===== config.mk =====
export PLATFORM = sky130hd
export DESIGN_NAME = spi_flash_responder
export DESIGN_NICKNAME = d
export VERILOG_FILES = /design/src/rtl/spi_flash_pkg.sv /design/src/rtl/spi_input_sync.sv /design/src/rtl/spi_flash_responder.sv
export SDC_FILE = /design/constraint.sdc
export NUM_CORES = 1
export LEC_CHECK = 0
export ABC_AREA = 1
export CORE_MARGIN = 3
export CORE_UTILIZATION = 60
export DETAILED_ROUTE_END_ITERATION = 10
export GPL_TIMING_DRIVEN = 1
export PLACE_DENSITY = 0.95
export REMOVE_ABC_BUFFERS = 1
export SETUP_SLACK_MARGIN = 0.3
export SLEW_MARGIN = 20
export SYNTH_ARGS = -nofsm -noshare
export SYNTH_HDL_FRONTEND = slang
export SYNTH_SLANG_ARGS = --single-unit

===== constraint.sdc =====
create_clock -name clk_i -period 3.39 [get_ports clk_i]
set_input_delay 0.678 -clock clk_i [delete_from_list [all_inputs] [get_ports clk_i]]
set_output_delay 0.678 -clock clk_i [all_outputs]
set_load 0.02 [all_outputs]

===== src/rtl/spi_flash_pkg.sv =====
// Shared constants and state encoding for the SPI flash read responder.
package spi_flash_pkg;

  localparam int FLASH_ADDR_W = 24;

  localparam logic [7:0] OP_READ = 8'h03;
  localparam logic [7:0] OP_RDID = 8'h9F;
  localparam logic [7:0] OP_RDSR = 8'h05;

  typedef enum logic [2:0] {
    IDLE,
    CMD,
    ADDR,
    DATA,
    ID,
    STATUS,
    IGNORE
  } state_e;

endpackage


===== src/rtl/spi_input_sync.sv =====
// Two-flop synchronizer for an asynchronous SPI pin, plus rise/fall pulses
// derived from the synchronized copy.
module spi_input_sync #(
  parameter logic RESET_VAL = 1'b0
) (
  input  logic clk_i,
  input  logic rst_ni,
  input  logic d_i,
  output logic q_o,
  output logic rise_o,
  output logic fall_o
);

  logic meta_q, meta_d;
  logic sync_q, sync_d;
  logic prev_q, prev_d;

  always_comb begin
    meta_d = d_i;
    sync_d = meta_q;
    prev_d = sync_q;
  end

  always_ff @(posedge clk_i) begin
    if (!rst_ni) begin
      meta_q <= RESET_VAL;
      sync_q <= RESET_VAL;
      prev_q <= RESET_VAL;
    end else begin
      meta_q <= meta_d;
      sync_q <= sync_d;
      prev_q <= prev_d;
    end
  end

  assign q_o    = sync_q;
  assign rise_o = sync_q & ~prev_q;
  assign fall_o = ~sync_q & prev_q;

endmodule


===== src/rtl/spi_flash_responder.sv =====
// SPI mode-0 target emulating the read side of a serial NOR flash
// (READ / RDID / RDSR), backed by a 32-bit word RAM with 1-cycle latency.
module spi_flash_responder
  import spi_flash_pkg::*;
#(
  parameter int          MEM_ADDR_WIDTH = 14,
  parameter logic [23:0] JEDEC_ID       = 24'hEF4018
) (
  input  logic                      clk_i,
  input  logic                      rst_ni,
  input  logic                      spi_sck_i,
  input  logic                      spi_csn_i,
  input  logic                      spi_mosi_i,
  output logic                      spi_miso_o,
  output logic                      mem_en_o,
  output logic [MEM_ADDR_WIDTH-1:0] mem_addr_o,
  input  logic [31:0]               mem_rdata_i,
  output logic                      busy_o
);

  logic sck_s, sck_rise, sck_fall;
  logic csn_s, csn_rise, csn_fall;
  logic mosi_s, mosi_rise_unused, mosi_fall_unused;
  logic sck_s_unused;

  spi_input_sync #(.RESET_VAL(1'b0)) u_sync_sck (
    .clk_i  (clk_i),
    .rst_ni (rst_ni),
    .d_i    (spi_sck_i),
    .q_o    (sck_s_unused),
    .rise_o (sck_rise),
    .fall_o (sck_fall)
  );

  spi_input_sync #(.RESET_VAL(1'b1)) u_sync_csn (
    .clk_i  (clk_i),
    .rst_ni (rst_ni),
    .d_i    (spi_csn_i),
    .q_o    (csn_s),
    .rise_o (csn_rise),
    .fall_o (csn_fall)
  );

  spi_input_sync #(.RESET_VAL(1'b0)) u_sync_mosi (
    .clk_i  (clk_i),
    .rst_ni (rst_ni),
    .d_i    (spi_mosi_i),
    .q_o    (mosi_s),
    .rise_o (mosi_rise_unused),
    .fall_o (mosi_fall_unused)
  );

  assign sck_s = sck_s_unused;

  state_e                    state_q, state_d;
  logic [4:0]                bit_cnt_q, bit_cnt_d;
  logic [22:0]               shift_in_q, shift_in_d;
  logic [FLASH_ADDR_W-1:0]   flash_addr_q, flash_addr_d;
  logic [31:0]               word_q, word_d;
  logic [7:0]                tx_q, tx_d;
  logic [2:0]                tx_cnt_q, tx_cnt_d;
  logic [1:0]                id_idx_q, id_idx_d;
  logic                      miso_q, miso_d;
  logic                      mem_en_q, mem_en_d;
  logic [MEM_ADDR_WIDTH-1:0] mem_addr_q, mem_addr_d;
  logic                      rd_pending_q, rd_pending_d;

  logic [23:0]               rx_word;
  logic [FLASH_ADDR_W-1:0]   next_addr;
  logic [7:0]                resp_byte;

  assign rx_word   = {shift_in_q, mosi_s};
  assign next_addr = flash_addr_q + 24'd1;

  always_comb begin
    resp_byte = 8'hFF;
    case (state_q)
      DATA:   resp_byte = word_q[{flash_addr_q[1:0], 3'b000} +: 8];
      STATUS: resp_byte = 8'h00;
      ID: begin
        case (id_idx_q)
          2'd0:    resp_byte = JEDEC_ID[23:16];
          2'd1:    resp_byte = JEDEC_ID[15:8];
          2'd2:    resp_byte = JEDEC_ID[7:0];
          default: resp_byte = 8'hFF;
        endcase
      end
      default: resp_byte = 8'hFF;
    endcase
  end

  // Chip-select edges take priority over sck edges seen in the same cycle.
  always_comb begin
    state_d      = state_q;
    bit_cnt_d    = bit_cnt_q;
    shift_in_d   = shift_in_q;
    flash_addr_d = flash_addr_q;
    word_d       = word_q;
    tx_d         = tx_q;
    tx_cnt_d     = tx_cnt_q;
    id_idx_d     = id_idx_q;
    miso_d       = miso_q;
    mem_en_d     = 1'b0;
    mem_addr_d   = mem_addr_q;
    rd_pending_d = mem_en_q;

    if (rd_pending_q) begin
      word_d = mem_rdata_i;
    end

    if (csn_rise) begin
      state_d    = IDLE;
      bit_cnt_d  = 5'd0;
      shift_in_d = 23'd0;
      tx_d       = 8'd0;
      tx_cnt_d   = 3'd0;
      id_idx_d   = 2'd0;
      miso_d     = 1'b1;
    end else if (csn_fall) begin
      state_d    = CMD;
      bit_cnt_d  = 5'd0;
      shift_in_d = 23'd0;
      tx_cnt_d   = 3'd0;
      id_idx_d   = 2'd0;
    end else if (sck_rise) begin
      case (state_q)
        CMD: begin
          shift_in_d = rx_word[22:0];
          bit_cnt_d  = bit_cnt_q + 5'd1;
          if (bit_cnt_q == 5'd7) begin
            bit_cnt_d  = 5'd0;
            shift_in_d = 23'd0;
            case (rx_word[7:0])
              OP_READ: state_d = ADDR;
              OP_RDID: state_d = ID;
              OP_RDSR: state_d = STATUS;
              default: state_d = IGNORE;
            endcase
          end
        end
        ADDR: begin
          shift_in_d = rx_word[22:0];
          bit_cnt_d  = bit_cnt_q + 5'd1;
          if (bit_cnt_q == 5'd23) begin
            bit_cnt_d    = 5'd0;
            flash_addr_d = rx_word;
            mem_en_d     = 1'b1;
            mem_addr_d   = rx_word[MEM_ADDR_WIDTH+1:2];
            state_d      = DATA;
          end
        end
        default: ;
      endcase
    end else if (sck_fall && (state_q == DATA || state_q == ID || state_q == STATUS)) begin
      tx_cnt_d = tx_cnt_q + 3'd1;
      if (tx_cnt_q == 3'd0) begin
        miso_d = resp_byte[7];
        tx_d   = {resp_byte[6:0], 1'b0};
        // Loading the last byte of a word fetches the next one well ahead of use.
        if (state_q == DATA) begin
          flash_addr_d = next_addr;
          if (flash_addr_q[1:0] == 2'd3) begin
            mem_en_d   = 1'b1;
            mem_addr_d = next_addr[MEM_ADDR_WIDTH+1:2];
          end
        end
        if (state_q == ID && id_idx_q != 2'd3) begin
          id_idx_d = id_idx_q + 2'd1;
        end
      end else begin
        miso_d = tx_q[7];
        tx_d   = {tx_q[6:0], 1'b0};
      end
    end
  end

  always_ff @(posedge clk_i) begin
    if (!rst_ni) begin
      state_q      <= IDLE;
      bit_cnt_q    <= 5'd0;
      shift_in_q   <= 23'd0;
      flash_addr_q <= '0;
      word_q       <= 32'd0;
      tx_q         <= 8'd0;
      tx_cnt_q     <= 3'd0;
      id_idx_q     <= 2'd0;
      miso_q       <= 1'b1;
      mem_en_q     <= 1'b0;
      mem_addr_q   <= '0;
      rd_pending_q <= 1'b0;
    end else begin
      state_q      <= state_d;
      bit_cnt_q    <= bit_cnt_d;
      shift_in_q   <= shift_in_d;
      flash_addr_q <= flash_addr_d;
      word_q       <= word_d;
      tx_q         <= tx_d;
      tx_cnt_q     <= tx_cnt_d;
      id_idx_q     <= id_idx_d;
      miso_q       <= miso_d;
      mem_en_q     <= mem_en_d;
      mem_addr_q   <= mem_addr_d;
      rd_pending_q <= rd_pending_d;
    end
  end

  assign spi_miso_o = miso_q;
  assign mem_en_o   = mem_en_q;
  assign mem_addr_o = mem_addr_q;
  assign busy_o     = ~csn_s;

  logic unused_sck_level;
  assign unused_sck_level = sck_s;

endmodule


==> results of run 1 <==
[per-layer routing]
layer | vias to the layer above | wire length (um) | GRT usage
met5 | - | 14 | 0
met4 | 2 | 210 | 0.0798
met3 | 27 | 633 | 0.0644
met2 | 143 | 5980 | 0.433
met1 | 2282 | 5220 | 0.307
li1 | 2528 | - | -
[flip-flops by register name, indices dropped and copies added, names as in the netlist]
register and flops:
word_q 32, flash_addr_q 16, shift_in_q 15, mem_addr_o 14
tx_q 7, bit_cnt_q 5, state_q 3, tx_cnt_q 3
id_idx_q 2, mem_en_o 1, rd_pending_q 1, spi_miso_o 1
u_sync_csn.meta_q 1, u_sync_csn.prev_q 1, u_sync_csn.q_o 1, u_sync_mosi.meta_q 1
u_sync_mosi.q_o 1, u_sync_sck.meta_q 1, u_sync_sck.prev_q 1, u_sync_sck.q_o 1
[layout make-up]
| cell class | instances | area [sq um] |
|---|---|---|
| Multi-Input combinational cell | 569 | 2560 |
| Fill cell | 669 | 2390 |
| Sequential cell | 108 | 2160 |
| Timing Repair Buffer | 55 | 541 |
| Inverter | 72 | 270 |
| Clock buffer | 11 | 141 |
| Tap cell | 105 | 131 |
| Clock inverter | 5 | 67.6 |
[cell usage in the layout, fill, tap and decap left out]
cell type                         count
sky130_fd_sc_hd__nand2_1            186
sky130_fd_sc_hd__nor2_1             172
sky130_fd_sc_hd__dfxtp_1            108
sky130_fd_sc_hd__inv_1               64
sky130_fd_sc_hd__nand3_1             60
sky130_fd_sc_hd__o21ai_0             56
sky130_fd_sc_hd__clkdlybuf4s50_1     52
sky130_fd_sc_hd__a21oi_1             39
sky130_fd_sc_hd__ha_1                10
sky130_fd_sc_hd__clkbuf_8            10
sky130_fd_sc_hd__inv_2                8
sky130_fd_sc_hd__nand2_2              7
sky130_fd_sc_hd__nand4_1              7
sky130_fd_sc_hd__o21ai_1              6
sky130_fd_sc_hd__or2_2                5
sky130_fd_sc_hd__nand3_2              4
sky130_fd_sc_hd__o22ai_1              4
sky130_fd_sc_hd__xor2_1               3
sky130_fd_sc_hd__nor2_4               2
sky130_fd_sc_hd__nor3_1               2
sky130_fd_sc_hd__a211oi_1             2
sky130_fd_sc_hd__clkinv_4             2
sky130_fd_sc_hd__buf_4                2
sky130_fd_sc_hd__and2_1               1
sky130_fd_sc_hd__nor2_2               1
sky130_fd_sc_hd__a21boi_0             1
sky130_fd_sc_hd__and3_1               1
sky130_fd_sc_hd__inv_6                1
sky130_fd_sc_hd__bufinv_16            1
sky130_fd_sc_hd__clkbuf_1             1
sky130_fd_sc_hd__inv_8                1
sky130_fd_sc_hd__buf_2                1
[worst max-delay path, cell delays in order (launching register included)]
cell and delay [ns]:
sky130_fd_sc_hd__dfxtp_1 0.38, sky130_fd_sc_hd__nand2_2 0.28, sky130_fd_sc_hd__inv_1 0.58, sky130_fd_sc_hd__nand2_2 0.37, sky130_fd_sc_hd__inv_2 0.23, sky130_fd_sc_hd__nand2_1 0.15, sky130_fd_sc_hd__inv_1 0.10, sky130_fd_sc_hd__o21ai_0 0.08
sky130_fd_sc_hd__nor2_1 0.13
[power groups by stage]
stage	combinational (uW)	sequential (uW)	clock, uW
3_3_place_gp	96.9	1300	0
3_5_place_dp	99.0	1310	0
4_1_cts	99.9	1280	833
5_1_grt	109	1280	885
2_1_floorplan	35.5	1300	0
6_report	100	1280	826
[final timing paths]
check                                 from                         end  slack, ns  depth (start not counted)
max              u_sync_sck.q_o$_SDFF_PN0_     state_q[1]$_SDFFE_PP0P_       1.01                          8
min          u_sync_mosi.meta_q$_SDFF_PN0_  u_sync_mosi.q_o$_SDFF_PN0_       0.42                          2
max reg2reg      u_sync_sck.q_o$_SDFF_PN0_     state_q[1]$_SDFFE_PP0P_       1.01                          8
min reg2reg  u_sync_mosi.meta_q$_SDFF_PN0_  u_sync_mosi.q_o$_SDFF_PN0_       0.42                          2
[per-stage QoR]
step	worst slack [ns]	cell area, sq um	power, uW
6_report	1.01	5870	2200
5_1_grt	0.742	5870	2270
4_1_cts	1.03	5870	2210
3_5_place_dp	1.09	5660	1400
3_3_place_gp	1.19	5660	1400
2_1_floorplan	1.52	4990	1340
[cells by family after synthesis]
family | count (synthesis)
adder cells (fa/ha/maj) | 10
buffers and inverters | 100
flip-flops | 108
AND/OR/NAND/NOR | 448
XOR/XNOR | 3
AO/OA/AOI/OAI | 108
==> impl_metrics.json, run 1 <==
{
  "cts_buffer_depth": 2,
  "number_of_global_route_vias_before_repair": 4762,
  "synth_area_per_cell_sq_um": 6.60,
  "p_sw_uw": 507,
  "routed-via-count": 4982,
  "worst_setup_hold_path_clk_slew_ns": 0.10,
  "hpwl_um": 8700,
  "timing_hold_violations_final": 0,
  "grt_remaining_overflow": 0,
  "viasPerCell": 5.39,
  "cts_buffers": 9,
  "synth_compound_gate_area_share": 0.108,
  "pwr_density_cell_nw_per_um2": 375,
  "synth.cell_area_sq_um": 5130,
  "yosys.area.top_type": "sky130_fd_sc_hd__dfxtp_1",
  "postCtsSetupRepairBufs": 0,
  "dpl.cell_count": 909,
  "clock_sink_count": 108,
  "timing.max_slew.rel_slack": 0.430,
  "cell_count_after_synthesis": 777,
  "grt_first_pass_wirelength_um": 20500,
  "synth_seq_cells": 108,
  "ys.flop_type": "sky130_fd_sc_hd__dfxtp_1",
  "layout_cells_sized_above_1": 0.0549,
  "worstSkewPairLatency_ns": 0.37,
  "io_pins": 54,
  "core-area_sq_um": 8260,
  "area_growth_syn_to_layout_pct": 14.4,
  "cts_tree": "yes",
  "ir_drop_mv": 0.285,
  "setup_viol": 0,
  "fp.dieArea_sq_um": 9700,
  "critical_path.startpoint_type": "register",
  "setup.worst_path.class": "reg2reg",
  "yosysTopAreaCellShare": 0.421,
  "synth_mux_area_frac": 0,
  "wl_per_cell_um": 13.0,
  "num-nets-final": 862,
  "num_antenna_cells": 0,
  "synth_async_sr_flop_share": 0,
  "worst_clock_skew_ns": 0.0151,
  "layout_cells_excl_fill": 925,
  "ys_top_cells_by_area": "sky130_fd_sc_hd__dfxtp_1 42%, sky130_fd_sc_hd__nand2_1 14%, sky130_fd_sc_hd__nor2_1 13%",
  "groute.usage.overall": 0.251,
  "share_clk_of_total_power": 0.375,
  "cp_data_required_time_ns": 3.70,
  "synthMostInstantiatedCell": "sky130_fd_sc_hd__nand2_1",
  "switching_share": 0.230,
  "p_int_uw": 1690,
  "synth_top_family_by_area": "simple AND/OR/NAND/NOR gates",
  "ctsRootBufferMaster": "sky130_fd_sc_hd__clkbuf_8",
  "clock.fmax_ghz": 0.420,
  "yosysSeqAreaShare": 0.421,
  "setup_tns_ns": 0,
  "synth.distinct_cells": 28,
  "initialDrtViolationCount": 285,
  "timing_worst_slew_pin_value_ns": 0.854,
  "rsz0062_at_grt": "no",
  "fin_crit_share": 0.703,
  "num_rows": 33,
  "post_cts.resized_instances": 0,
  "ctsHtreeMaxLevel": 3,
  "dieHeight_um": 98.5,
  "power.static_leakage_uw": 0.00258,
  "yosys.area_share.simple": 0.361,
  "yosysWarningCount": 0,
  "endpoint_kind": "register",
  "min-delay-path-class": "reg2reg",
  "comb_power_share": 0.045,
  "post-route-util": 0.711,
  "gpl.final_weighted_congestion": 0.911,
  "maxCapViolations": 0,
  "period_minus_slack_ns": 2.38,
  "status": "completed",
  "largest_net_degree_at_the_start_of_global_routing": 68,
  "yosys.area_share.adder": 0.0244,
  "drt_first_pass_iters": 5,
  "yosys.area_share.xor_xnor": 0.00512,
  "synth_top_cells_by_count": "186 x sky130_fd_sc_hd__nand2_1, 172 x sky130_fd_sc_hd__nor2_1, 108 x sky130_fd_sc_hd__dfxtp_1",
  "cp_data_arrival_time_ns": 2.69,
  "cp_max_fanout": 27,
  "drc": 0,
  "holdBufCountCts": 0,
  "grt_antenna_before_repair": 1,
  "final_worst_hold_slack_ns": 0.425,
  "drv_slew": 0,
  "number_of_enable_type_register_cells_in_the_synthesized_netlist": 0,
  "fp.dieW_um": 98.5,
  "drt.antenna.violating_nets": 0,
  "sequential_cell_fraction_of_total_power": 0.579,
  "initial_utilization": 0.621,
  "final_wirelength_um": 12100,
  "number_of_input_and_output_port_buffers_inserted": 53
}
(Power assumes the default switching activity.)
==> inputs of run 2 (changes only) <==
Settings changed: CORE_UTILIZATION 60 to 57, PLACE_DENSITY 0.95 to 0.92.
Clock period 3.39 ns to 2.2 ns, I/O delays scaled along.
==> impl_metrics.json, run 2 (synthesis results as in run 1) <==
{
  "routed-via-count": 5122,
  "setup.worst_path.class": "reg2out",
  "num_antenna_cells": 0,
  "pwr_density_cell_nw_per_um2": 557,
  "largest_register_ffs": 32,
  "grt_remaining_overflow": 0,
  "timing.hold.worst_path_depth": 3,
  "crit-reg2reg-capture": "flash_addr_q[4]$_SDFFE_PN0P_",
  "grt_antenna_before_repair": 0,
  "post-route-util": 0.699,
  "ctsHtreeMaxLevel": 3,
  "largest_net_degree_at_the_start_of_global_routing": 68,
  "power.static_leakage_uw": 0.00263,
  "gpl.final_weighted_congestion": 0.918,
  "initialDrtViolationCount": 443,
  "rsz0062_at_grt": "yes",
  "timing_hold_violations_final": 0,
  "largest-register": "word_q",
  "ctsRootBufferMaster": "sky130_fd_sc_hd__clkbuf_8",
  "drt_first_pass_iters": 5,
  "endpoint_kind": "output port",
  "num-nets-final": 867,
  "fp.dieW_um": 101,
  "layout_cells_sized_above_1": 0.0655,
  "layout.filler_cells": 691,
  "core-area_sq_um": 8460,
  "dieHeight_um": 101,
  "timing_worst_slew_pin_value_ns": 0.907,
  "top_library_cells_by_usage_in_the_layout_fill_and_taps_aside": "186 x sky130_fd_sc_hd__nand2_1, 170 x sky130_fd_sc_hd__nor2_1, 107 x sky130_fd_sc_hd__dfxtp_1",
  "most_frequent_standard_cell_in_the_layout_excluding_fill_and_tap_cells": "sky130_fd_sc_hd__nand2_1",
  "biggestRegsByFlops": "word_q (32), flash_addr_q (16), shift_in_q (15)",
  "final_critical_path_setup_slack_ns": 0.371,
  "setup_viol": 0,
  "p_sw_uw": 822,
  "status": "completed",
  "switching_share": 0.249,
  "area_growth_syn_to_layout_pct": 15.3,
  "final_wirelength_um": 12600,
  "critical_path.startpoint_type": "register",
  "groute.usage.overall": 0.256,
  "p_int_uw": 2470,
  "maxCapViolations": 0,
  "period_minus_slack_ns": 1.83,
  "worst_path_largest_cell_delay_ns": 0.64,
  "number_of_input_and_output_port_buffers_inserted": 53,
  "timing.critical_path.cells": "clkdlybuf4s50_1",
  "worst_setup_hold_path_clk_slew_ns": 0.11,
  "crit-reg2reg-launch": "tx_cnt_q[0]$_SDFFE_PP0P_",
  "multiInputGateArea_sq_um": 2580,
  "hpwl_um": 8860,
  "clock.fmax_ghz": 0.547,
  "crit_slowest_cell": "sky130_fd_sc_hd__clkdlybuf4s50_1",
  "wl_per_cell_um": 13.5,
  "drc": 0,
  "hold_end": "mem_addr_o[3]$_SDFFE_PN0P_",
  "number_of_global_route_vias_before_repair": 4863,
  "sequential_cell_fraction_of_total_power": 0.597,
  "cp_data_required_time_ns": 1.76,
  "clock_sink_count": 108,
  "comb_power_share": 0.048,
  "viasPerCell": 5.51,
  "critical_path.top_delay_family": "buffers and inverters",
  "worst_r2r_path_depth": 11,
  "cts_buffer_depth": 2,
  "timing.max_slew.rel_slack": 0.394,
  "detailedPlace.worstSlack_ns": 0.285,
  "drt.antenna.violating_nets": 0,
  "fin_crit_share": 0.831,
  "cts_buffers": 9,
  "fp.dieArea_sq_um": 10200,
  "worstSkewPairLatency_ns": 0.39,
  "io_pins": 54,
  "initial_utilization": 0.606,
  "timing.critical_path.buf_inv": 1,
  "share_clk_of_total_power": 0.355,
  "worst_clock_skew_ns": 0.0149,
  "sequential_cell_area_sq_um": 2160,
  "worstHoldStart": "rst_ni",
  "drv_slew": 0,
  "grt_first_pass_wirelength_um": 21300,
  "setup_tns_ns": 0,
  "cts_tree": "yes",
  "cp_data_arrival_time_ns": 1.39,
  "cp_max_fanout": 2,
  "num_rows": 33,
  "ir_drop_mv": 0.342,
  "holdBufCountCts": 0,
  "min-delay-path-class": "in2reg",
  "timing.reg2reg.setup_slack_ns": 0.46
}
[run 2: metrics by stage]
step / hold slack (ns) / area, sq um / total power [uW] / std cells
after floorplan: 0.390 / 4990 / 2060 / 749
after global placement: 0.395 / 5690 / 2160 / 913
after detailed placement: 0.403 / 5690 / 2170 / 913
after CTS: 0.385 / 5880 / 3310 / 929
after global routing: 0.432 / 5910 / 3400 / 930
final: 0.394 / 5910 / 3300 / 930
[run 2: timing repair]
item,in CTS,in global routing
gates resized for setup,2,7
setup buffers,0,1
endpoints found under the setup margin,3,26
pin swaps,0,1
[run 2: cell type report]
cell class                 instances  area share
clock buffer                      10      0.0216
clock inverter                     6     0.00994
inverter                          72      0.0461
multi-input combinational        569       0.437
sequential                       108       0.366
tap                              105      0.0222
timing repair buffer              60      0.0975
[run 2: metal layers]
layer | routed length [um] | track usage
met5 | 0 | 0
met3 | 887 | 0.0533
met1 | 5160 | 0.309
met4 | 269 | 0.101
met2 | 6240 | 0.443
[run 2: power groups by stage]
| stage | sequential, uW | combinational [uW] | clock, uW |
|---|---|---|---|
| final | 1970 | 158 | 1170 |
| after global routing | 1970 | 174 | 1250 |
| after CTS | 1970 | 155 | 1190 |
| after detailed placement | 2010 | 155 | 0 |
| after global placement | 2010 | 152 | 0 |
| after floorplan | 2010 | 54.7 | 0 |
[run 2: how the worst max path moves through the flow]
| stage | slack [ns] | endpoint | from | depth (start not counted) |
|---|---|---|---|---|
| 5_1_grt | 0.26 | flash_addr_q[4]$_SDFFE_PN0P_ | bit_cnt_q[0]$_SDFFE_PP0P_ | 10 |
| 3_3_place_gp | 0.33 | flash_addr_q[4]$_SDFFE_PN0P_ | bit_cnt_q[0]$_SDFFE_PP0P_ | 10 |
| 6_report | 0.37 | mem_en_o | mem_en_o$_SDFF_PP0_ | 1 |
| 4_1_cts | 0.30 | mem_addr_o[2]$_SDFFE_PN0P_ | bit_cnt_q[0]$_SDFFE_PP0P_ | 10 |
| 2_1_floorplan | 0.33 | state_q[0]$_SDFFE_PP0P_ | u_sync_sck.q_o$_SDFF_PN0_ | 9 |
| 3_5_place_dp | 0.29 | flash_addr_q[4]$_SDFFE_PN0P_ | bit_cnt_q[0]$_SDFFE_PP0P_ | 10 |
[run 2: tightest hold or removal path, cell delays in order]
cell and delay (ns):
sky130_fd_sc_hd__buf_2 0.09, sky130_fd_sc_hd__inv_1 0.10, sky130_fd_sc_hd__a21oi_1 0.12
==> inputs of run 3 (changes only) <==
Settings changed: CORE_UTILIZATION 57 to 51, PLACE_DENSITY 0.92 to 0.88.
Clock period 2.2 ns to 1.6 ns, I/O delays scaled along.
==> impl_metrics.json, run 3 (synthesis results as in run 1) <==
{
  "status": "completed",
  "clock_sink_count": 108,
  "drt-met1-wl_um": 6080,
  "clock.fmax_ghz": 0.634,
  "pwr_density_cell_nw_per_um2": 666,
  "worstSkewPairLatency_ns": 0.39,
  "final_wirelength_um": 16200,
  "routed-via-count": 5718,
  "io_pins": 54,
  "num_antenna_cells": 0,
  "share_clk_of_total_power": 0.345,
  "largest-register": "word_q",
  "crit_start": "u_sync_csn.q_o$_SDFF_PN1_",
  "worstHoldStart": "rst_ni",
  "ctsHtreeMaxLevel": 3,
  "cts_tree": "yes",
  "detailedPlace.worstSlack_ns": -0.00811,
  "fp.dieW_um": 106,
  "timing_hold_violations_final": 0,
  "p_int_uw": 3420,
  "comb_power_share": 0.065,
  "grt_remaining_overflow": 0,
  "final_critical_path_setup_slack_ns": 0.0226,
  "groute.usage.overall": 0.241,
  "min-delay-path-class": "in2reg",
  "timing.max_slew.rel_slack": 0.737,
  "crit-reg2reg-capture": "flash_addr_q[6]$_SDFFE_PN0P_",
  "cts_buffer_depth": 2,
  "largest_register_ffs": 32,
  "timing.reg2reg.setup_slack_ns": 0.02,
  "fp.dieArea_sq_um": 11300,
  "initial_utilization": 0.540,
  "cp_max_fanout": 7,
  "drt_first_pass_iters": 6,
  "sequential_cell_fraction_of_total_power": 0.590,
  "drv_slew": 0,
  "timing.hold.worst_path_depth": 3,
  "drc": 0,
  "post-route-util": 0.722,
  "num-nets-final": 913,
  "detailroute.wirelength.met3_um": 1450,
  "worst_r2r_path_depth": 9,
  "hold_end": "flash_addr_q[5]$_SDFFE_PN0P_",
  "viasPerCell": 5.72,
  "dpl.cell_count": 955,
  "grt_antenna_before_repair": 0,
  "cp_data_required_time_ns": 1.92,
  "fin_crit_share": 0.986,
  "cp_data_arrival_time_ns": 1.90,
  "route.top_layer_used": "met4",
  "dieHeight_um": 106,
  "worst_setup_hold_path_clk_slew_ns": 0.10,
  "core-area_sq_um": 9500,
  "critical_path.startpoint_type": "register",
  "crit-reg2reg-launch": "u_sync_csn.q_o$_SDFF_PN1_",
  "number_of_input_and_output_port_buffers_inserted": 53,
  "worst_clock_skew_ns": 0.0151,
  "gpl.final_weighted_congestion": 0.889,
  "hpwl_um": 8140,
  "holdBufCountCts": 0,
  "met2_length_um": 7810,
  "switching_share": 0.252,
  "number_of_global_route_vias_before_repair": 4869,
  "biggestRegsByFlops": "word_q (32), flash_addr_q (16), shift_in_q (15)",
  "timing.critical_path.cells": "inv_2, ha_4, inv_1, nor2_4, nand2_8, buf_12, nand2_2, nand2_1, nor2_1",
  "ctsRootBufferMaster": "sky130_fd_sc_hd__clkbuf_8",
  "ir_drop_mv": 0.459,
  "setup.worst_path.class": "reg2reg",
  "drt.antenna.violating_nets": 0,
  "num_rows": 35,
  "layout_cells_sized_above_1": 0.247,
  "maxCapViolations": 0,
  "top_library_cells_by_usage_in_the_layout_fill_and_taps_aside": "167 x sky130_fd_sc_hd__nand2_1, 156 x sky130_fd_sc_hd__nor2_1, 91 x sky130_fd_sc_hd__dfxtp_1",
  "setup_viol": 0,
  "most_frequent_standard_cell_in_the_layout_excluding_fill_and_tap_cells": "sky130_fd_sc_hd__nand2_1",
  "cts_buffers": 9,
  "timing_worst_slew_pin_value_ns": 0.390,
  "wl_per_cell_um": 16.2,
  "initialDrtViolationCount": 665,
  "power.static_leakage_uw": 0.00302,
  "crit_slowest_cell": "sky130_fd_sc_hd__dfxtp_2",
  "area_growth_syn_to_layout_pct": 33.8,
  "layout_cells_excl_fill": 1000,
  "p_sw_uw": 1150,
  "endpoint_kind": "register",
  "worst_path_largest_cell_delay_ns": 0.38,
  "rsz0062_at_grt": "yes",
  "largest_net_degree_at_the_start_of_global_routing": 68,
  "grt_first_pass_wirelength_um": 22500,
  "period_minus_slack_ns": 1.58
}
run 3: cell types whose count changed in the layout (fill, tap and decap cells not counted), sizes merged:
| cell | delta |
|---|---|
| clkinv | +1 |
| buf | +59 |
| clkdlybuf4s50 | -16 |
| inv | -1 |
| clkbuf | +2 |
| clkinvlp | +1 |
| dlygate4sd2 | -1 |
| clkdlybuf4s15 | +1 |
run 3: power by group through the flow:
| stage | sequential [uW] | clock, uW | combinational, uW |
|---|---|---|---|
| 2_1_floorplan | 2760 | 0 | 75.2 |
| 3_3_place_gp | 2770 | 0 | 228 |
| 3_5_place_dp | 2770 | 0 | 228 |
| 4_1_cts | 2700 | 1550 | 260 |
| 5_1_grt | 2700 | 1690 | 312 |
| 6_report | 2700 | 1580 | 297 |
run 3: layout make-up:
| class | instances | area [sq um] |
|---|---|---|
| multi-input combinational | 569 | 2980 |
| fill | 635 | 2640 |
| sequential | 108 | 2200 |
| timing repair buffer | 105 | 1040 |
| inverter | 72 | 304 |
| tap | 129 | 161 |
| clock buffer | 10 | 128 |
| clock inverter | 6 | 47.5 |
| timing repair inverter | 1 | 3.75 |
run 3: worst max-delay path by stage:
stage                                         to  cells after the start
floorplan                state_q[0]$_SDFFE_PP0P_                      9
global placement     mem_addr_o[11]$_SDFFE_PN0P_                     10
detailed placement   mem_addr_o[13]$_SDFFE_PN0P_                     10
CTS                   mem_addr_o[6]$_SDFFE_PN0P_                     10
global route          mem_addr_o[6]$_SDFFE_PN0P_                      9
finish              flash_addr_q[6]$_SDFFE_PN0P_                      9
run 3: layer usage:
layer	global-route usage	vias to the layer above
met1	0.310	2636
met5	0	-
met4	0.0777	0
li1	-	2634
met2	0.410	339
met3	0.0437	109
run 3: what timing repair did:
item,4_1_cts,5_1_grt
gates resized for setup,151,92
setup endpoints to repair,83,71
cloned,2,2
setup buffers,12,13
pin swaps,22,27
run 3: critical path, delay by kind of cell, from the launching register on:
kind          cells  cell delay, ns
buf+inv           3            0.28
flops             1            0.38
simple gates      5            0.59
fa+ha+maj         1            0.26
run 3: metrics by stage:
step / hold WS, ns / instance area [sq um] / total power, uW / TNS (ns)
floorplan: 0.390 / 4990 / 2840 / -5.70
global placement: 0.394 / 5930 / 2990 / 0
detailed placement: 0.404 / 5930 / 2990 / -0.0214
CTS: 0.336 / 6440 / 4510 / 0
global route: 0.373 / 6870 / 4700 / -0.0526
finish: 0.351 / 6870 / 4580 / 0
